<file path="src/rtl/instruction_fetch_unit_if.sv">
// Instruction-memory bus between the fetch unit (master) and the
// combinational instruction ROM (slave).
interface instruction_fetch_unit_if;
  logic [31:0] Address;
  logic [31:0] Word;

  modport master (output Address, input Word);
  modport slave  (input Address, output Word);
endinterface

</file>
<file path="src/rtl/instruction_fetch_unit.sv">
// Instruction fetch unit: owns the PC, drives the ROM address, and registers
// the returned word into the IF/ID stage. Handles stall, branch redirect,
// in-fetch J redirect, self-loop halt detection and ROM-default fault.
module instruction_fetch_unit #(
  parameter logic [31:0] RESET_PC   = 32'h0000_0000,
  parameter logic [31:0] FAULT_WORD = 32'hFFFF_FFFF
) (
  input  logic                              clk,
  input  logic                              rst,
  instruction_fetch_unit_if.master          imem,
  input  logic                              Stall,
  input  logic                              BranchTaken,
  input  logic [31:0]                       BranchTarget,
  output logic [31:0]                       Instr,
  output logic [31:0]                       InstrPC,
  output logic                              InstrValid,
  output logic                              Halted,
  output logic                              Fault,
  output logic [31:0]                       FetchCount
);

  localparam logic [5:0] OP_J = 6'b000010;

  logic [31:0] pc;
  logic [31:0] pc_plus4;
  logic [31:0] j_target;
  logic        is_j;

  logic [31:0] pc_n;
  logic [31:0] instr_n;
  logic [31:0] instr_pc_n;
  logic        valid_n;
  logic        halted_n;
  logic        fault_n;
  logic [31:0] count_n;

  // ROM has zero-cycle latency, so the address is the PC register itself.
  assign imem.Address = pc;

  assign pc_plus4 = pc + 32'd4;
  assign is_j     = (imem.Word[31:26] == OP_J);
  assign j_target = {pc_plus4[31:28], imem.Word[25:0], 2'b00};

  // Next-state selection with priority: branch > stall > halted/fault > fetch.
  always_comb begin
    pc_n       = pc;
    instr_n    = Instr;
    instr_pc_n = InstrPC;
    valid_n    = InstrValid;
    halted_n   = Halted;
    fault_n    = Fault;
    count_n    = FetchCount;

    if (BranchTaken) begin
      if (BranchTarget[1:0] != 2'b00) begin
        fault_n = 1'b1;
      end else begin
        pc_n = BranchTarget;
      end
      valid_n = 1'b0;
    end else if (Stall) begin
      // hold everything
    end else if (Halted || Fault) begin
      valid_n = 1'b0;
    end else if (imem.Word == FAULT_WORD) begin
      fault_n = 1'b1;
      valid_n = 1'b0;
    end else begin
      instr_n    = imem.Word;
      instr_pc_n = pc;
      valid_n    = 1'b1;
      count_n    = FetchCount + 32'd1;
      if (is_j) begin
        // A jump to itself is delivered once, then fetch parks on that PC.
        if (j_target == pc) begin
          halted_n = 1'b1;
        end else begin
          pc_n = j_target;
        end
      end else begin
        pc_n = pc_plus4;
      end
    end
  end

  // State register with synchronous reset overriding every other condition.
  always_ff @(posedge clk) begin
    if (rst) begin
      pc         <= RESET_PC;
      Instr      <= '0;
      InstrPC    <= '0;
      InstrValid <= 1'b0;
      Halted     <= 1'b0;
      Fault      <= 1'b0;
      FetchCount <= '0;
    end else begin
      pc         <= pc_n;
      Instr      <= instr_n;
      InstrPC    <= instr_pc_n;
      InstrValid <= valid_n;
      Halted     <= halted_n;
      Fault      <= fault_n;
      FetchCount <= count_n;
    end
  end

endmodule

</file>
<file path="src/flat_wrapper.sv">
// flat-port wrapper written by rule: the top's interface ports become plain ports
module instruction_fetch_unit_flat 
#(
  parameter logic [31:0] RESET_PC   = 32'h0000_0000,
  parameter logic [31:0] FAULT_WORD = 32'hFFFF_FFFF
)
  (clk, rst, Stall, BranchTaken, BranchTarget, Instr, InstrPC, InstrValid, Halted, Fault, FetchCount, imem_Address, imem_Word);
  instruction_fetch_unit_if imem_i ();
  input  logic clk;
  input  logic rst;
  input  logic Stall;
  input  logic BranchTaken;
  input  logic [31:0] BranchTarget;
  output logic [31:0] Instr;
  output logic [31:0] InstrPC;
  output logic InstrValid;
  output logic Halted;
  output logic Fault;
  output logic [31:0] FetchCount;
  output wire logic [$bits(imem_i.Address)-1:0] imem_Address;
  input wire logic [$bits(imem_i.Word)-1:0] imem_Word;
  assign imem_Address = imem_i.Address;
  assign imem_i.Word = imem_Word;
  instruction_fetch_unit #(.RESET_PC(RESET_PC), .FAULT_WORD(FAULT_WORD)) u_core (.clk(clk), .rst(rst), .imem(imem_i), .Stall(Stall), .BranchTaken(BranchTaken), .BranchTarget(BranchTarget), .Instr(Instr), .InstrPC(InstrPC), .InstrValid(InstrValid), .Halted(Halted), .Fault(Fault), .FetchCount(FetchCount));
endmodule
</file>
<file path="config.mk">
export PLATFORM = sky130hd
export DESIGN_NAME = instruction_fetch_unit_flat
export DESIGN_NICKNAME = d
export VERILOG_FILES = /design/src/rtl/instruction_fetch_unit_if.sv /design/src/rtl/instruction_fetch_unit.sv /design/src/flat_wrapper.sv
export SDC_FILE = /design/constraint.sdc
export NUM_CORES = 1
export LEC_CHECK = 0
export CAP_MARGIN = 40
export CORE_ASPECT_RATIO = 0.75
export CORE_MARGIN = 2
export CORE_UTILIZATION = 53
export CTS_BUF_LIST = sky130_fd_sc_hd__clkbuf_4 sky130_fd_sc_hd__clkbuf_8
export CTS_CLUSTER_DIAMETER = 200
export DETAILED_ROUTE_END_ITERATION = 7
export PLACE_DENSITY = 0.95
export SLEW_MARGIN = 5
export SYNTH_ARGS = -nofsm -noshare
export SYNTH_HDL_FRONTEND = slang
export SYNTH_SLANG_ARGS = --single-unit
</file>
<file path="constraint.sdc">
create_clock -name clk -period 3.4 [get_ports clk]
set_input_delay 0.68 -clock clk [delete_from_list [all_inputs] [get_ports clk]]
set_output_delay 0.68 -clock clk [all_outputs]
set_load 0.02 [all_outputs]
</file>
==> metrics, run 1 <==
Post-DP HPWL=15,600 um; post-synthesis xor/xnor area fraction=9.32%; TritonCTS clock tree=yes; routed wire length=22,800 um; ys async rst share=0%; mux contribution to synthesized area=less than 1%; Fin Hold WS=around 0.45 ns; Net Sw Frac=27.4%; Compound-Gate Fraction of Synth Area=18.1%; Syn Nets=920; Flop pwr share=44.5%; Avg Cell Area, Syn=approximately 7.7 sq um; Max FO, Critical Path=9; Post-CTS Setup Bufs=0; Max Cap Viol=0; Final Hold Fails=0; Yosys warning count=0; # nets final=about 1,100; Top FF cell, synth=dfxtp_1; Num CTS Buffers=17; grt total ovfl=0; main combinational cell family by area after synthesis=simple AND/OR/NAND/NOR gates; Setup TNS=0 ns; Avg WL per Cell=~19 um; Setup crit start=u_core.imem.Address[2]; VDD IR-drop max=0.357 mV; Hold Crit Class=flip-flop to flip-flop; GRT Util Overall=33.7%; share of layout cells above drive strength 1=approximately 7.9%; clk sinks=131; DRT antenna net count=0; min cycle time layout=2.97 ns; RSZ-0062 raised after global routing=false; Util after Layout=between 70% and 80%; CTS H-Tree Depth=4; critical path endpoint category=flip-flop; Synth Cell Area=6580 sq um; largest buffer count on any clock path=2; total power=3.74 mW; Post-Place Cells=1,171; Setup Crit Path Kind=flip-flop to flip-flop; R2R setup slack=0.43 ns; Initial Util=53.9%; RR Startpoint=u_core.imem.Address[2]; # hold bufs at CTS=0; DP Area=8710 sq um; fin worst setup slack=between 0.4 and 0.5 ns; Clock Latency Late Sink=about 0.45 ns; internal power=2.71 mW; simple-gate share of the synthesized area=26.3%; status=completed; Power Density=409 nW/um^2; Final Cell Area=slightly above 9000 sq um; Ant. Diodes=0; Vias/cell=6.13; area share of the largest cell type after synthesis=roughly two fifths; Die H=101 um; Syn Inst Count=850; synth-to-layout area growth=39.0%; Placement Setup Slack=0.138 ns; Clock power frac=39.8%; Worst Path Arrival=approximately 3.3 ns; fin crit share=87.5%; Fmax achieved=336 MHz; routability cong.=between 0.9 and 1; CTS clock-pin slew for the worst setup and hold paths=0.07 ns; FF-to-FF path depth=7; CP Data Required Time=3.77 ns; DR vias=7,366; EDFF count, synth=0; largest net degree at the start of global routing=67; relative slew slack=36.6%; CP Capture Point=u_core.imem.Address[20]; cts repair resizes=0; Netlist cell types=52; Area contributors post-synth=dfxtp_1, nand2_1, a21oi_1, xor2_1, nor2_1; DRT iter0 DRCs=around 960; Gate power share=15.7%; first-pass GRT wire length=35,600 um; Worst Max-Slew Pin Slew=0.942 ns; initial antenna violation count=0; Final Slew Violations=0; final setup violation count=0; P_sw=1.02 mW; clk root buf=clkbuf_8; vias in the first global route=6,974; FF-to-FF End=u_core.imem.Address[20]; IO Count=199; Worst Skew=0.00783 ns; Die Area=13,300 sq um; FP Rows=35; non-filler cells, final=1,202; DR pass1 iterations=7; P_leak=3.13 nW; largest area contributor in the netlist=dfxtp_1; DRC=0; Chip Width=133 um; Seq cells post-synth=131; Worst setup SP type=flip-flop; Core Region=about 12,000 sq um; number of port buffers=between 150 and 200; synthesized-area fraction occupied by adder cells=0.380%; register area share after synthesis=39.8%
-- metal layers --
layer / vias to the layer above / track usage [%] / wire, um
met1: 3390 / 44.4 / 9110
met2: 552 / 50.1 / 9850
met3: 104 / 9.85 / 2940
li1: 3320 / - / -
met5: - / 0 / 0
met4: 0 / 17.9 / 904
-- placed cells by master, fill, tap and decap left out, types with 4 or more instances in the layout --
master           netlist  routed
o21ai_0               18      18
and4_1                 5       5
nor2_1                62      62
clkdlybuf4s50_1        0     196
buf_4                 10      30
a31oi_1                7       7
xnor2_1               22      22
o31ai_1               10      10
clkbuf_8               0      20
nand3_1               26      26
or4_1                  6       6
o211ai_1               7       7
nand4_1               31      31
a2111oi_0              7       5
a211oi_1              20      20
a311oi_1               7       7
inv_1                 13      13
bufinv_16              0       4
and3_1                 5       5
nor3_1                15      15
a21oi_1              101     100
dfxtp_1              131     131
and2_1                 5       5
nor4_1                12      12
nand2_1              181     181
xor2_1                48      48
or3_1                  4       4
-- worst min path at each step --
| stage | from | end | slack [ns] | cells after the start |
|---|---|---|---|---|
| 6_report | u_core.InstrPC[24] | u_core.InstrPC[24] | 0.45 | 2 |
| 5_1_grt | u_core.InstrPC[24] | u_core.InstrPC[24] | 0.47 | 2 |
| 4_1_cts | u_core.InstrPC[24] | u_core.InstrPC[24] | 0.46 | 2 |
| 3_5_place_dp | u_core.InstrPC[24] | u_core.InstrPC[24] | 0.45 | 2 |
| 3_3_place_gp | u_core.InstrPC[22] | u_core.InstrPC[22] | 0.44 | 2 |
| 2_1_floorplan | u_core.InstrPC[24] | u_core.InstrPC[24] | 0.53 | 2 |
-- cells in the mapped netlist, drive strengths merged (15+ instances only) --
cell type / count
a21oi: 101
xnor2: 22
clkbuf: 45
nand2: 182
dfxtp: 131
nand4: 32
xor2: 48
nor4: 16
a211oi: 21
nor3: 15
nand3: 27
buf: 29
o21ai: 18
nor2: 63
-- cells by family (layout without fill, tap and decap cells) --
logic type	Yosys count	after routing
and+or+nand+nor	365	365
adders and majority gates	2	2
AOI/OAI and AO/OA	194	194
xor gates and xnor gates	70	70
buffers and inverters	87	273
DFF	131	131
muxes	1	1
-- power groups by stage --
stage / combinational [mW] / sequential (mW) / clock [mW]
after floorplan: 0.260 / 1.72 / 0
after global placement: 0.559 / 1.69 / 0
after detailed placement: 0.568 / 1.69 / 0
after CTS: 0.575 / 1.66 / 1.50
after global routing: 0.620 / 1.67 / 1.56
final: 0.587 / 1.66 / 1.49
-- worst max-delay path: stages (launching register included) --
cell	delay, ns
dfxtp_1	0.59
ha_1	0.28
nand3_1	0.34
or3_4	0.49
or4_1	0.48
a311oi_1	0.38
a21oi_1	0.12
a211oi_2	0.23
-- sequential cells by signal, summed over array words and instances, names as in the netlist --
register and flops:
u_core.Instr 32, u_core.Halted 1, u_core.InstrPC 32, u_core.Fault 1, u_core.InstrValid 1, u_core.imem.Address 32, u_core.FetchCount 32
-- area by class of cell --
type                       count  area (sq um)
sequential                   131          2620
fill                         855          3070
inverter                      13          48.8
multi-input combinational    632          3600
tap                          166           208
timing repair buffer         229          2230
clock inverter                 9           153
clock buffer                  22           290
No activity file was read; power rests on OpenSTA's default activity.
==> inputs of run 2 (changes only) <==
Settings changed: CORE_MARGIN 2 to 1.5, GPL_ROUTABILITY_DRIVEN set to 1.
==> metrics, run 2 (same netlist as run 1, synthesis figures left out) <==
Core Region=12,200 sq um (-0.36%); Placement Setup Slack=0.239 ns (+0.101 ns); first-pass GRT wire length=36,300 um (+2.0%); relative slew slack=50.5% (+14 points); share of layout cells above drive strength 1=9.06% (+1.1 points); VDD IR-drop max=0.319 mV (-11%); routed wire length=23,100 um (+1.2%); grt total ovfl=0 (unchanged); critical path endpoint category=flip-flop; synth-to-layout area growth=39.4%; met2 Use GR=53.5% (+3.4 points); total power=3.55 mW (-5.1%); TritonCTS clock tree=yes; Setup TNS=0 ns (unchanged); Setup Crit Path Kind=input pin to flip-flop; cts repair resizes=0 (unchanged); Fin Hold WS=0.454 ns (+0.00199 ns); RSZ-0062 raised after global routing=false; clk root buf=clkbuf_8; DRC=0 (unchanged); met3 Usage GRT=10.1% (+0.29 points); non-filler cells, final=1,215 (+1.1%); Avg WL per Cell=19.0 um (+0.11%); Max Cap Viol=0 (unchanged); Fmax achieved=355 MHz (+5.6%); fin worst setup slack=0.583 ns (+0.157 ns); Clock Latency Late Sink=0.46 ns (about the same); clk sinks=131 (unchanged); Post-DP HPWL=16,400 um (+5.1%); GRT Util Overall=34.9% (+1.3 points); IO Count=199 (unchanged); status=completed; routability cong.=0.933 (-6.5%); most frequent cells in the layout=clkdlybuf4s50_1, nand2_1, dfxtp_1, a21oi_1, nor2_1; number of port buffers=198 (unchanged); DR vias=7,387 (+0.29%); Final Cell Area=9180 sq um (+0.27%); initial antenna violation count=0 (unchanged); critical-path cell list=clkdlybuf4s50_1 > xor2_1 > nor4_1 > nand4_1 > or4_1 > buf_4 > a21oi_1 > a211oi_1; Vias/cell=6.08 (-0.79%); min cycle time layout=2.82 ns (-0.157 ns); Worst path max stage delay=0.54 ns (-0.05 ns); Post-CTS Setup Bufs=0 (unchanged); Worst Skew=0.0173 ns (+0.00946 ns); Max FO, Critical Path=8 (-1); Ant. Diodes=0 (unchanged); Final Hold Fails=0 (unchanged); CP Data Required Time=3.71 ns (-0.06 ns); Chip Width=132 um (-0.75%); final setup violation count=0 (unchanged); Util after Layout=75.4% (+0.47 points); # nets final=1,107 (+1.2%); Initial Util=54.1% (+0.19 points); # fillers=892 (+4.3%); CTS clock-pin slew for the worst setup and hold paths=0.09 ns (+0.02 ns); Post-Place Cells=1,184 (+1.1%); Power Density=387 nW/um^2 (-5.4%); Hold Crit Class=flip-flop to flip-flop; CTS H-Tree Depth=4 (unchanged); FP Rows=35 (unchanged); Die H=99.5 um (-0.99%); Num CTS Buffers=17 (unchanged); largest buffer count on any clock path=2 (unchanged); Final Slew Violations=0 (unchanged); Worst setup SP type=input pin; Worst Path Arrival=3.12 ns (-0.22 ns); DRT iter0 DRCs=1,001 (+4.5%); highest-delay cell along the critical path=clkdlybuf4s50_1; DRT antenna net count=0 (unchanged); Die Area=13,100 sq um (-1.7%); most common library cell in the layout ignoring fill and taps=clkdlybuf4s50_1; DP Area=8810 sq um (+1.1%); P_leak=3.15 nW (+0.70%); # hold bufs at CTS=0 (unchanged); DR pass1 iterations=8 (+1); Worst Max-Slew Pin Slew=0.743 ns (-0.199 ns); largest net degree at the start of global routing=67 (unchanged); met1 GRT Util=46.3% (+1.9 points); gr busiest metal=met2; fin crit share=82.9% (-4.6 points); vias in the first global route=6,888 (-1.2%)
## run 2: area by class of cell
type                    instances  area [sq um]  share of cell area, %
repair buffers                242          2330                   25.4
flip-flops and latches        131          2620                   28.6
well taps                     166           208                   2.26
inverters                      13          48.8                  0.532
clock buffers                  20           256                   2.80
clock inverters                11           114                   1.24
multi-input cells             632          3600                   39.2
## run 2: worst paths after layout
kind	slack, ns	end	startpoint	cells past startpoint
worst max register to register	0.62	u_core.imem.Address[30]	u_core.imem.Address[3]	7
worst max-delay path	0.58	u_core.imem.Address[11]	imem_Word[15]	8
worst min-delay path	0.45	u_core.Instr[31]	u_core.Instr[31]	2
worst min register to register	0.45	u_core.Instr[31]	u_core.Instr[31]	2
## run 2: layer usage
layer  vias up  wire [um]  part of all wire (%)
li1       3344          -                     -
met1      3410       9420                    41
met2       546      10100                    44
met3        87       2780                    12
met4         0        742                   3.2
met5         -          0                     0
## run 2: critical path: cells and delay by family
| kind | cells | cell delay (ns) |
|---|---|---|
| XOR/XNOR | 1 | 0.22 |
| buffers and inverters | 2 | 0.76 |
| AND/OR/NAND/NOR | 3 | 1.19 |
| AO/OA/AOI/OAI | 2 | 0.27 |
## run 2: where the power goes
part	internal [mW]	switching [mW]
combinational	0.267	0.333
clock	0.663	0.623
sequential	1.59	0.0753
